==> src/rtl/times_table_sequencer_if.sv <==
// Bus between the times-table sequencer and its environment: run control,
// multiplier operand/result lines, and the indexed product stream.
interface times_table_sequencer_if;
    logic       start;
    logic [2:0] table_sel;  // the run's multiplicand (`table` is a reserved word)
    logic [2:0] a;
    logic [2:0] b;
    logic       read;
    logic [5:0] result;
    logic       prod_valid;
    logic [2:0] prod_index;
    logic [5:0] prod_value;
    logic       busy;
    logic       done;
    logic       mismatch;
    logic [3:0] err_count;

    modport master (
        input  start, table_sel, result,
        output a, b, read, prod_valid, prod_index, prod_value,
               busy, done, mismatch, err_count
    );

    modport slave (
        output start, table_sel, result,
        input  a, b, read, prod_valid, prod_index, prod_value,
               busy, done, mismatch, err_count
    );
endinterface

==> src/rtl/times_table_sequencer.sv <==
// Issues b=0..7 against a latched table to a multiplier, realigns the returned
// products with their index through a LATENCY-deep pipeline, and checks them.
module times_table_sequencer #(
    parameter int LATENCY = 1
) (
    input logic clk,
    input logic rst,
    times_table_sequencer_if.master bus
);
    typedef enum logic [1:0] {IDLE, ISSUE, DRAIN} state_t;

    state_t                      state, state_nx;
    logic [2:0]                  a_q, b_q;
    logic [LATENCY-1:0]          vld_pipe;
    logic [LATENCY-1:0][2:0]     idx_pipe;
    logic                        out_vld;
    logic [2:0]                  out_idx;
    logic [5:0]                  expect_prod;
    logic                        prod_valid_q, done_q, mismatch_q;
    logic [2:0]                  prod_index_q;
    logic [5:0]                  prod_value_q;
    logic [3:0]                  err_count_q;
    logic                        read_w;

    assign read_w      = (state == ISSUE);
    assign out_vld     = vld_pipe[LATENCY-1];
    assign out_idx     = idx_pipe[LATENCY-1];
    assign expect_prod = {3'b000, a_q} * {3'b000, out_idx};

    always_comb begin
        state_nx = state;
        case (state)
            IDLE:    if (bus.start) state_nx = ISSUE;
            ISSUE:   if (b_q == 3'd7) state_nx = DRAIN;
            // Leave only after the done cycle so a start during done is ignored.
            DRAIN:   if (done_q && vld_pipe == '0) state_nx = IDLE;
            default: state_nx = IDLE;
        endcase
    end

    always_ff @(posedge clk or posedge rst) begin
        if (rst) begin
            state        <= IDLE;
            a_q          <= '0;
            b_q          <= '0;
            vld_pipe     <= '0;
            idx_pipe     <= '0;
            prod_valid_q <= 1'b0;
            prod_index_q <= '0;
            prod_value_q <= '0;
            done_q       <= 1'b0;
            mismatch_q   <= 1'b0;
            err_count_q  <= '0;
        end else begin
            state <= state_nx;
            // Wraps 7 -> 0 on the last issue cycle, and stays 0 elsewhere.
            b_q   <= read_w ? b_q + 3'd1 : 3'd0;

            if (state == IDLE && bus.start) begin
                a_q         <= bus.table_sel;
                mismatch_q  <= 1'b0;
                err_count_q <= '0;
            end

            vld_pipe[0] <= read_w;
            idx_pipe[0] <= b_q;
            for (int i = 1; i < LATENCY; i++) begin
                vld_pipe[i] <= vld_pipe[i-1];
                idx_pipe[i] <= idx_pipe[i-1];
            end

            prod_valid_q <= out_vld;
            done_q       <= out_vld && (out_idx == 3'd7);
            if (out_vld) begin
                prod_value_q <= bus.result;
                prod_index_q <= out_idx;
                if (bus.result != expect_prod) begin
                    mismatch_q  <= 1'b1;
                    err_count_q <= err_count_q + 4'd1;
                end
            end
        end
    end

    assign bus.a          = a_q;
    assign bus.b          = b_q;
    assign bus.read       = read_w;
    assign bus.busy       = (state != IDLE);
    assign bus.prod_valid = prod_valid_q;
    assign bus.prod_index = prod_index_q;
    assign bus.prod_value = prod_value_q;
    assign bus.done       = done_q;
    assign bus.mismatch   = mismatch_q;
    assign bus.err_count  = err_count_q;
endmodule

==> src/flat_wrapper.sv <==
// flat-port wrapper written by rule: the top's interface ports become plain ports
module times_table_sequencer_flat 
#(
    parameter int LATENCY = 1
)
  (clk, rst, bus_start, bus_table_sel, bus_result, bus_a, bus_b, bus_read, bus_prod_valid, bus_prod_index, bus_prod_value, bus_busy, bus_done, bus_mismatch, bus_err_count);
  times_table_sequencer_if bus_i ();
  input logic clk;
  input logic rst;
  input wire logic [$bits(bus_i.start)-1:0] bus_start;
  input wire logic [$bits(bus_i.table_sel)-1:0] bus_table_sel;
  input wire logic [$bits(bus_i.result)-1:0] bus_result;
  output wire logic [$bits(bus_i.a)-1:0] bus_a;
  output wire logic [$bits(bus_i.b)-1:0] bus_b;
  output wire logic [$bits(bus_i.read)-1:0] bus_read;
  output wire logic [$bits(bus_i.prod_valid)-1:0] bus_prod_valid;
  output wire logic [$bits(bus_i.prod_index)-1:0] bus_prod_index;
  output wire logic [$bits(bus_i.prod_value)-1:0] bus_prod_value;
  output wire logic [$bits(bus_i.busy)-1:0] bus_busy;
  output wire logic [$bits(bus_i.done)-1:0] bus_done;
  output wire logic [$bits(bus_i.mismatch)-1:0] bus_mismatch;
  output wire logic [$bits(bus_i.err_count)-1:0] bus_err_count;
  assign bus_i.start = bus_start;
  assign bus_i.table_sel = bus_table_sel;
  assign bus_i.result = bus_result;
  assign bus_a = bus_i.a;
  assign bus_b = bus_i.b;
  assign bus_read = bus_i.read;
  assign bus_prod_valid = bus_i.prod_valid;
  assign bus_prod_index = bus_i.prod_index;
  assign bus_prod_value = bus_i.prod_value;
  assign bus_busy = bus_i.busy;
  assign bus_done = bus_i.done;
  assign bus_mismatch = bus_i.mismatch;
  assign bus_err_count = bus_i.err_count;
  times_table_sequencer #(.LATENCY(LATENCY)) u_core (.clk(clk), .rst(rst), .bus(bus_i));
endmodule
==> config.mk <==
export PLATFORM = sky130hd
export DESIGN_NAME = times_table_sequencer_flat
export DESIGN_NICKNAME = d
export VERILOG_FILES = /design/src/rtl/times_table_sequencer_if.sv /design/src/rtl/times_table_sequencer.sv /design/src/flat_wrapper.sv
export SDC_FILE = /design/constraint.sdc
export NUM_CORES = 1
export LEC_CHECK = 0
export CORE_UTILIZATION = 40
export DETAILED_ROUTE_END_ITERATION = 10
export GPL_ROUTABILITY_DRIVEN = 0
export PLACE_DENSITY = 0.79
export SLEW_MARGIN = 10
export SYNTH_ARGS = -nofsm -noshare
export SYNTH_HDL_FRONTEND = slang
export SYNTH_SLANG_ARGS = --single-unit
==> constraint.sdc <==
create_clock -name clk -period 4.73 [get_ports clk]
set_input_delay 0.946 -clock clk [delete_from_list [all_inputs] [get_ports clk]]
set_output_delay 0.946 -clock clk [all_outputs]
set_load 0.005 [all_outputs]
# After elaboration in Yosys (flattened, before gate mapping)
# Index checks and enable logic that the tools add are counted.
# word_totals
wordCells,40
reg_bits,28
out_inout_bits,24
# op_classes
mul,1
eq_ne,8
n_addsub,2
bitwise_logic,1
muxes,11
reduce_logical,6
# ops
cell,n
$mux 4,3
$eq 3x3->1 const B,2
$mul 3x3->6,1
$mux 2,3
$ne 6x6->1,1
$pmux 2 s3,1
$add 4x1->4 const B,1
$ne 2x2->1 const B,2
$add 3x1->3 const B,1
$logic_and 1x1->1,3
$mux 1,3
$mux 3,1
$reduce_and 3->1,1
$eq 2x1->1 const B,1
$eq 2x2->1 const B,1
$logic_not 2->1,1
$ne 2x1->1 const B,1
$reduce_bool 2->1,1
$not 1->1,1

# Longest topological paths before layout
# Gate-level depths: netlist of the first run.
# logic_depth
depth_word,5
ltp_mapped,10
depth_no_buf,10

# Least setup slack after synthesis of the first run
# OpenSTA, ideal clock, no wires.
# synth_timing
path_kind,register -> register
start,"register u_core.a_q[0], in the netlist u_core.bus.a[0]"
end,"register u_core.err_count_q[2], in the netlist u_core.bus.err_count[2]"
arrival_ps,2609
stages_incl_launch_ff,11
setup_time_ps,120
setup_slack_ps,2001
n_path_buf,0
cell_sequence,dfrtp_1 > and2_1 > fa_1 > ha_1 > inv_1 > fa_1 > xnor2_1 > nor3_2 > nand3_2 > o221a_1 > a31o_1
# synth_via
elab_chain_len,4
# synth_lines
element,line_no,text
from (decl),times_table_sequencer.sv:13,"logic [2:0] a_q, b_q;"
from (signal assigned),times_table_sequencer.sv:60,a_q <= bus.table_sel;
$mul 3x3->6,times_table_sequencer.sv:28,"assign expect_prod = {3'b000, a_q} * {3'b000, out_idx};"
$ne 6x6->1,times_table_sequencer.sv:77,if (bus.result != expect_prod) begin
$mux 4,times_table_sequencer.sv:77,
$mux 4,times_table_sequencer.sv:74,if (out_vld) begin
to (signal assigned),times_table_sequencer.sv:79,err_count_q <= err_count_q + 4'd1;
to (decl),times_table_sequencer.sv:22,logic [3:0] err_count_q;
# Every way passes these cells.
# A chain may end at the register's enable or synchronous reset.

# Final worst setup path of the first run
# layout_timing
start,register u_core.idx_pipe[2] in the netlist's numbering
end,"register u_core.err_count_q[1], in the netlist u_core.bus.err_count[1]"
# layout_via
elab_chain_len,4
# layout_lines
element,line_no,text
from (decl),times_table_sequencer.sv:15,logic [LATENCY-1:0][2:0] idx_pipe;
"from (signal, indexed assignment)",times_table_sequencer.sv:69,idx_pipe[i] <= idx_pipe[i-1];
$mul 3x3->6,times_table_sequencer.sv:28,
$ne 6x6->1,times_table_sequencer.sv:77,
$mux 4,times_table_sequencer.sv:77,
$mux 4,times_table_sequencer.sv:74,
# Every way passes these cells.

==> results of run 1 <==
[registers in the layout, summed over array words and instances (netlist names)]
signal                 cells
u_core.state               2
u_core.bus.mismatch        1
u_core.bus.done            1
u_core.idx_pipe            3
u_core.bus.prod_valid      1
u_core.out_vld             1
u_core.bus.err_count       4
u_core.bus.prod_value      6
u_core.bus.b               3
u_core.bus.prod_index      3
u_core.bus.a               3
[synthesized netlist by cell type (2+ instances only)]
| master | count |
|---|---|
| sky130_fd_sc_hd__dfrtp_1 | 28 |
| sky130_fd_sc_hd__mux2_2 | 12 |
| sky130_fd_sc_hd__and2_1 | 10 |
| sky130_fd_sc_hd__ha_1 | 8 |
| sky130_fd_sc_hd__nand2_1 | 8 |
| sky130_fd_sc_hd__inv_1 | 7 |
| sky130_fd_sc_hd__nor2b_1 | 4 |
| sky130_fd_sc_hd__xnor2_1 | 4 |
| sky130_fd_sc_hd__xor2_1 | 4 |
| sky130_fd_sc_hd__mux2i_1 | 3 |
| sky130_fd_sc_hd__fa_1 | 2 |
| sky130_fd_sc_hd__nor2_1 | 2 |
| sky130_fd_sc_hd__o21ai_0 | 2 |
[where the power goes]
group	total (mW)	leakage [nW]	internal [mW]	switching, mW
Sequential	0.435	0.330	0.337	0.0983
Combinational	0.520	0.424	0.321	0.199
Clock	0.0954	0.0138	0.0298	0.0656
Total	1.05	0.768	0.688	0.363
[per-layer routing]
metal | GRT usage (%) | wire [µm] | vias to the layer above | share of wire, %
met5 | 0 | 0 | - | 0
met4 | 5.98 | 19 | 0 | 0.74
met3 | 2.40 | 74 | 2 | 2.9
met2 | 29.9 | 1380 | 13 | 54
met1 | 20.0 | 1090 | 449 | 42
li1 | - | - | 429 | -
[metrics by stage]
step | total power, mW | utilization [%]
2_1_floorplan | 0.717 | -
3_3_place_gp | 0.935 | 55.7
3_5_place_dp | 0.968 | 55.7
4_1_cts | 1.07 | 56.5
5_1_grt | 1.14 | 56.5
6_report | 1.05 | 56.5
[worst max-delay path, delay by kind of cell (launching register included)]
kind            cells  cell delay [ns]
buf+inv             1             0.07
mux                 1             0.24
compound gates      1             0.30
fa+ha+maj           3             1.21
xor+xnor            1             0.15
flops               1             0.45
simple gates        3             0.53
[path summary, 6_finish.rpt]
path,endpoint
max,u_core.bus.err_count[1]
min,u_core.idx_pipe[1]
min in group asynchronous,u_core.bus.b[0]
min reg2reg,u_core.idx_pipe[1]
max reg2reg,u_core.bus.err_count[1]
max in group asynchronous,u_core.bus.err_count[3]
[cell type report]
cell class              count  area (µm²)  area share [%]
repair buffers             35         350            20.0
well taps                  44        55.1            3.14
inverters                   7        26.3            1.50
clock buffers               3        22.5            1.29
multi-input cells          69         597            34.1
flip-flops and latches     28         701            40.0
[kinds of logic (layout without fill, tap and decap cells)]
kind of cell	after synthesis	in the layout
AO/OA/AOI/OAI	8	8
XOR/XNOR	8	8
adder cells (fa/ha/maj)	10	10
buffers and inverters	8	45
flip-flops	28	28
multiplexers	15	15
AND/OR/NAND/NOR	28	28
==> results.rst, run 1 <==
.. list-table::
   :header-rows: 1

   * - Metric
     - Value
   * - Leading cell type in the layout, fill and taps excluded
     - sky130_fd_sc_hd__clkdlybuf4s50_1
   * - Largest stage delay on the critical path
     - 0.55 ns
   * - Total power per unit cell area
     - 600 mW/mm²
   * - Total placed instance area
     - around 0.0017 mm²
   * - Final non-filler cell total
     - about 190
   * - Maximum frequency from static timing analysis
     - about 330 MHz
   * - Cell count of the worst hold path
     - 0
   * - Adder-Cell Fraction of Synth Area
     - roughly a tenth
   * - Violation count after the first detailed-route iteration
     - 9
   * - Worst setup path category
     - register to register
   * - Share of the synthesized area in the top cell type
     - a little over half
   * - Cell area after layout
     - 0.00175 mm²
   * - Synthesized flop and latch total
     - 28
   * - Most frequent cells in the layout
     - 35 x sky130_fd_sc_hd__clkdlybuf4s50_1, 28 x sky130_fd_sc_hd__dfrtp_1, 12 x sky130_fd_sc_hd__mux2_2
   * - Dominant register cell in the synthesized netlist
     - sky130_fd_sc_hd__dfrtp_1
   * - Number of gates resized after CTS
     - 0
   * - X dimension of the die
     - 59.6 µm
   * - Setup crit start
     - u_core.idx_pipe[2]
   * - Number of nets at the end of the flow
     - roughly 170
   * - Register area share after synthesis
     - between 50% and 60%
   * - Number of clock sinks
     - 28
   * - Max-capacitance violation count
     - 0
   * - Relative slew slack
     - 30.0%
   * - Fraction of the mapped netlist area in simple logic gates
     - about an eighth
   * - Clock root cell
     - sky130_fd_sc_hd__clkbuf_4
   * - Initial antenna violation count
     - 0
   * - Setup slack on the worst flop-to-flop path
     - 1.69 ns
   * - Post-placement worst setup slack
     - 1.71 ns
   * - Max clock buf depth
     - 2
   * - All-Layer GR Usage
     - about 17%
   * - Worst-path cell chain
     - and2_1 > fa_1 > ha_1 > inv_1 > fa_1 > xnor2_1 > nor3_2 > nand3_2 > o21ai_2 > mux2i_1
   * - Path type of the worst min-delay path
     - register to register
   * - Total wire length after detailed routing
     - roughly 2600 µm
   * - Worst path arrival time
     - approximately 3.3 ns
   * - Clk pin slew, worst setup/hold paths
     - 0.14 ns
   * - Maximum number of pins on one net before global-route repair
     - 29
   * - Setup bufs post-CTS
     - 0
   * - Clock latency reported for the late side of the worst-skew pair
     - between 0.3 and 0.4 ns
   * - First-pass GRT wire length
     - around 4300 µm
   * - Depth of the worst register-to-register path
     - 10
   * - Total number of placement rows
     - 20
   * - Hold path start
     - u_core.bus.b[1]
   * - Final worst path period share
     - around 64%
   * - Yosys warnings
     - 0
   * - Main combinational cell family by area after synthesis
     - multiplexers
   * - Number of max-slew violations in the final report
     - 0
   * - Number of global-route vias before repair
     - 999
   * - Number of distinct library cells after synthesis
     - 24
   * - Total count of hold-check failures in the final report
     - 0
   * - Ant diodes
     - 0
   * - Deepest level of the CTS H-tree
     - 1
   * - Area fraction in compound gates after synthesis
     - ~4.7%
   * - Mapped Avg Cell Area
     - roughly 13 µm²
   * - Setup total negative slack
     - 0 ns
   * - Post-detailed-route DRC marker count
     - 0
   * - Fraction of final layout cells sized beyond drive strength 1
     - a little over an eighth
   * - Share of cell area taken by muxes after synthesis
     - 12.4%
   * - Largest fanout on the critical path
     - 5
   * - Static power due to leakage
     - ~0.77 nW
   * - Fin Clk Skew
     - about 0.0074 ns
   * - Via Count
     - 893
   * - Effective utilization at floorplan
     - a little over two fifths
   * - Worst ir drop on vdd
     - about 0.00028 V
   * - Type of origin of the critical path
     - register
   * - CP endpoint kind
     - register
   * - Clock tree from TritonCTS
     - done
   * - Setup violations, final
     - 0
   * - Actual transition at the worst max-transition pin
     - around 1.0 ns
   * - Net count of the mapped netlist
     - between 100 and 150
   * - Post-synthesis to final-layout area growth
     - 31.8%
   * - Cells after Synth
     - approximately 110
   * - Number of enable flip-flop cells after synthesis
     - 0
   * - Count of fill cells added during filler insertion
     - approximately 280
   * - Xor and xnor fraction of the mapped netlist area
     - about 5.3%
   * - Total half-perimeter wirelength after legalization and detailed placement
     - 2000 µm
   * - Wirelength per Cell
     - around 14 µm
   * - Number of buffers inserted during clock tree synthesis
     - 3
   * - Post-layout min period
     - 3.04 ns
   * - Detailed-router iteration count before antenna repair
     - 3
   * - Worst setup slack after layout
     - between 1.5 and 2 ns
   * - Fraction of registers with async set/reset
     - between 90% and 100%
   * - Placed instance count
     - roughly 180
   * - Y dimension of the die
     - ~60 µm
   * - Post-CTS Hold Fix Bufs
     - 0
   * - Run status
     - finished, final reports clean
   * - Crit path max-delay cell type
     - sky130_fd_sc_hd__fa_1
   * - Boundary pin count
     - 36
   * - Ranking of synthesized cells by area
     - sky130_fd_sc_hd__dfrtp_1 53%, sky130_fd_sc_hd__mux2_2 10%, sky130_fd_sc_hd__ha_1 7.5%, sky130_fd_sc_hd__and2_1 4.7%, sky130_fd_sc_hd__fa_1 3.0%
   * - Final-layout worst hold slack
     - approximately 0.42 ns
   * - Port Buffer Count
     - 35
   * - Critical register-to-register path startpoint
     - u_core.idx_pipe[2]
   * - Core Region
     - approximately 0.0031 mm²
   * - Area of the die
     - between 0.003 and 0.004 mm²
   * - Post-synth design cell area
     - between 0.001 and 0.0015 mm²
   * - Number of vias per cell
     - approximately 4.8
   * - Most area-hungry cell type in the Yosys netlist
     - sky130_fd_sc_hd__dfrtp_1
   * - Unrepaired setup endpoints after global routing
     - no
   * - Data required, critical path
     - 4.97 ns
   * - Overflow left after global routing
     - 0
   * - Post-route ant nets
     - 0
   * - Most frequent cell on the critical path
     - sky130_fd_sc_hd__fa_1
Power figures use the tool's default switching activity.
==> run 2, diff against run 1 <==
PLACE_DENSITY = 0.82   (was 0.79)
clock period = 2.45 ns   (was 4.73 ns; I/O delays follow)
==> run 2 against run 1 <==
Net effect: the run now ends with setup timing left; cell area increased by 5.5%; non-clock buffer count is 8 higher; first-iteration DRC count rose by 56%; maximum frequency increased by 9.4%; highest routed layer unchanged.
==> results.rst, run 2 (synthesized netlist as in run 1, its figures left out) <==
.. list-table::
   :header-rows: 1

   * - Metric
     - Value
   * - Clock network fraction of design power
     - 10.2% (+1.1 points)
   * - Share of total power consumed by net switching
     - 33.6% (-0.93 points)
   * - Ant diodes
     - 0 (unchanged)
   * - Unrepaired setup endpoints after global routing
     - yes
   * - Depth of the worst register-to-register path
     - 10 (unchanged)
   * - Clock tree from TritonCTS
     - done
   * - Setup total negative slack
     - -1.32 ns (-1.32 ns)
   * - Actual transition at the worst max-transition pin
     - 0.582 ns (-0.467 ns)
   * - All-Layer GR Usage
     - 16.1% (-0.44 points)
   * - Post-placement worst setup slack
     - -0.300 ns (-2.01 ns)
   * - Overflow left after global routing
     - 0 (unchanged)
   * - CP endpoint kind
     - register
   * - Crit path max-delay cell type
     - sky130_fd_sc_hd__fa_1
   * - Port Buffer Count
     - 35 (unchanged)
   * - Maximum number of pins on one net before global-route repair
     - 29 (unchanged)
   * - Cell area after layout
     - 0.00185 mm² (+5.5%)
   * - Via Count
     - 919 (+2.9%)
   * - Total number of placement rows
     - 20 (unchanged)
   * - Post-layout min period
     - 2.77 ns (-0.261 ns)
   * - Run status
     - finished, violations left
   * - Depth of the critical timing path with buffers and inverters included
     - 10 (unchanged)
   * - Fin Clk Skew
     - 0.0129 ns (+0.00549 ns)
   * - Number of nets at the end of the flow
     - 174 (+4.8%)
   * - Clock latency reported for the late side of the worst-skew pair
     - 0.32 ns (about the same)
   * - Worst setup path endpoint
     - u_core.bus.err_count[2]
   * - Total placed instance area
     - 0.00178 mm² (+3.2%)
   * - Most frequent cells in the layout
     - 35 x sky130_fd_sc_hd__clkdlybuf4s50_1, 28 x sky130_fd_sc_hd__dfrtp_1, 12 x sky130_fd_sc_hd__mux2_2
   * - Critical register-to-register path startpoint
     - u_core.idx_pipe[2]
   * - Total wire length after detailed routing
     - 2630 µm (+2.2%)
   * - Cell internal pwr
     - 1.44 mW (+110%)
   * - Power, Total
     - 2.17 mW (+110%)
   * - Area of the die
     - 0.00356 mm² (unchanged)
   * - Boundary pin count
     - 36 (unchanged)
   * - Path type of the worst min-delay path
     - register to register
   * - Worst ir drop on vdd
     - 0.000628 V (+120%)
   * - Post-detailed-route DRC marker count
     - 0 (unchanged)
   * - Number of clock sinks
     - 28 (unchanged)
   * - Fraction of final layout cells sized beyond drive strength 1
     - 21.2% (+7.8 points)
   * - Clock root cell
     - sky130_fd_sc_hd__clkbuf_4
   * - Failing checks
     - setup timing
   * - Post-route ant nets
     - 0 (unchanged)
   * - Net Switching
     - 727 µW (+100%)
   * - Number of max-slew violations in the final report
     - 0 (unchanged)
   * - First-pass GRT wire length
     - 4310 µm (-0.32%)
   * - Number of vias per cell
     - 4.71 (-1.8%)
   * - Static power due to leakage
     - 0.823 nW (+7.1%)
   * - Final worst path period share
     - 113% (+49 points)
   * - Number of global-route vias before repair
     - 989 (-1.0%)
   * - Detailed-router iteration count before antenna repair
     - 5 (+2)
   * - Clk pin slew, worst setup/hold paths
     - 0.15 ns (about the same)
   * - Maximum frequency from static timing analysis
     - 360 MHz (+9.4%)
   * - Largest register FFs
     - 6 (unchanged)
   * - Number of buffers inserted during clock tree synthesis
     - 3 (unchanged)
   * - Total power per unit cell area
     - 1170 mW/mm² (+95%)
   * - Largest stage delay on the critical path
     - 0.54 ns (about the same)
   * - Type of origin of the critical path
     - register
   * - Setup violations, final
     - 5 (+5)
   * - Leading cell type in the layout, fill and taps excluded
     - sky130_fd_sc_hd__clkdlybuf4s50_1
   * - Kind of cell adding the most delay to the critical path
     - adder cells
   * - Worst setup slack after layout
     - -0.325 ns (-2.02 ns)
   * - Worst path arrival time
     - 3.00 ns (-0.28 ns)
   * - Deepest level of the CTS H-tree
     - 1 (unchanged)
   * - Post-synthesis to final-layout area growth
     - 39.1%
   * - Effective utilization at floorplan
     - 42.8% (unchanged)
   * - Largest fanout on the critical path
     - 2 (-3)
   * - Max-capacitance violation count
     - 0 (unchanged)
   * - Fraction of power consumed by combinational cells
     - 51.8% (+2.3 points)
   * - Setup slack on the worst flop-to-flop path
     - -0.32 ns (-2.02 ns)
   * - Count of fill cells added during filler insertion
     - 296 (+4.6%)
   * - Worst R2R End
     - u_core.bus.err_count[2]
   * - Violation count after the first detailed-route iteration
     - 14 (+5)
   * - Initial antenna violation count
     - 0 (unchanged)
   * - Wirelength per Cell
     - 13.5 µm (-2.5%)
   * - Data required, critical path
     - 2.67 ns (-2.30 ns)
   * - Crit path buf inv count
     - 1 (unchanged)
   * - Relative slew slack
     - 61.2% (+31 points)
   * - Total half-perimeter wirelength after legalization and detailed placement
     - 1990 µm (-0.30%)
   * - Y dimension of the die
     - 59.6 µm (unchanged)
   * - Portion of total power attributed to sequential cells
     - 37.9% (-3.6 points)
   * - Worst-path cell chain
     - and2_4 > fa_1 > ha_2 > inv_1 > fa_2 > xnor2_1 > nor3_2 > nand3_2 > o221a_1 > a31o_1
   * - Setup crit start
     - u_core.idx_pipe[2]
   * - X dimension of the die
     - 59.6 µm (unchanged)
   * - Max clock buf depth
     - 2 (unchanged)
   * - Total count of hold-check failures in the final report
     - 0 (unchanged)
   * - Core Region
     - 0.00310 mm² (unchanged)
   * - Worst setup path category
     - register to register
## run 2: layout make-up
type | count | area, µm² | share of cell area, %
multi-input cells | 69 | 619 | 33.5
clock buffers | 4 | 36.3 | 1.96
inverters | 7 | 26.3 | 1.42
flip-flops and latches | 28 | 701 | 37.9
well taps | 44 | 55.1 | 2.98
repair buffers | 43 | 410 | 22.2
## run 2: worst min-delay path by stage
stage,end,cells after the start,from
finish,u_core.idx_pipe[2],0,u_core.bus.b[2]
floorplan,u_core.idx_pipe[1],0,u_core.bus.b[1]
global placement,u_core.idx_pipe[1],0,u_core.bus.b[1]
global route,u_core.idx_pipe[1],0,u_core.bus.b[1]
detailed placement,u_core.idx_pipe[1],0,u_core.bus.b[1]
CTS,u_core.idx_pipe[1],0,u_core.bus.b[1]
## run 2: power groups by stage
stage	clock network (mW)	registers (mW)	logic, mW
2_1_floorplan	0	0.806	0.585
3_3_place_gp	0	0.815	1.07
3_5_place_dp	0	0.832	1.11
4_1_cts	0.226	0.826	1.13
5_1_grt	0.243	0.853	1.23
6_report	0.222	0.821	1.12
## run 2: through the flow
step           utilization, %  hold WS (ns)  std cells
4_1_cts                  58.9         0.444        194
3_3_place_gp             57.5         0.397        190
5_1_grt                  59.6         0.460        195
3_5_place_dp             57.5         0.408        190
2_1_floorplan               -         0.399        105
6_report                 59.6         0.428        195
## run 2: what timing repair did
item,CTS,global route
pin swaps,1,3
gates resized for setup,1,3
buffers inserted,0,1
hold buffers,0,0
setup endpoints to repair,5,5
## run 2: routing by layer
metal / vias up / track usage [%] / wire (µm)
li1: 443 / - / -
met1: 460 / 18.9 / 1170
met2: 14 / 30.2 / 1370
met3: 2 / 2.18 / 82
met4: 0 / 4.98 / 10
met5: - / 0 / 0
## run 2: worst register-to-register path, cell delays in order, from the launching register on
cell and delay (ns):
sky130_fd_sc_hd__dfrtp_1 0.41, sky130_fd_sc_hd__and2_4 0.16, sky130_fd_sc_hd__fa_1 0.54, sky130_fd_sc_hd__ha_2 0.18, sky130_fd_sc_hd__inv_1 0.06, sky130_fd_sc_hd__fa_2 0.53
sky130_fd_sc_hd__xnor2_1 0.08, sky130_fd_sc_hd__nor3_2 0.14, sky130_fd_sc_hd__nand3_2 0.12, sky130_fd_sc_hd__o221a_1 0.28, sky130_fd_sc_hd__a31o_1 0.18
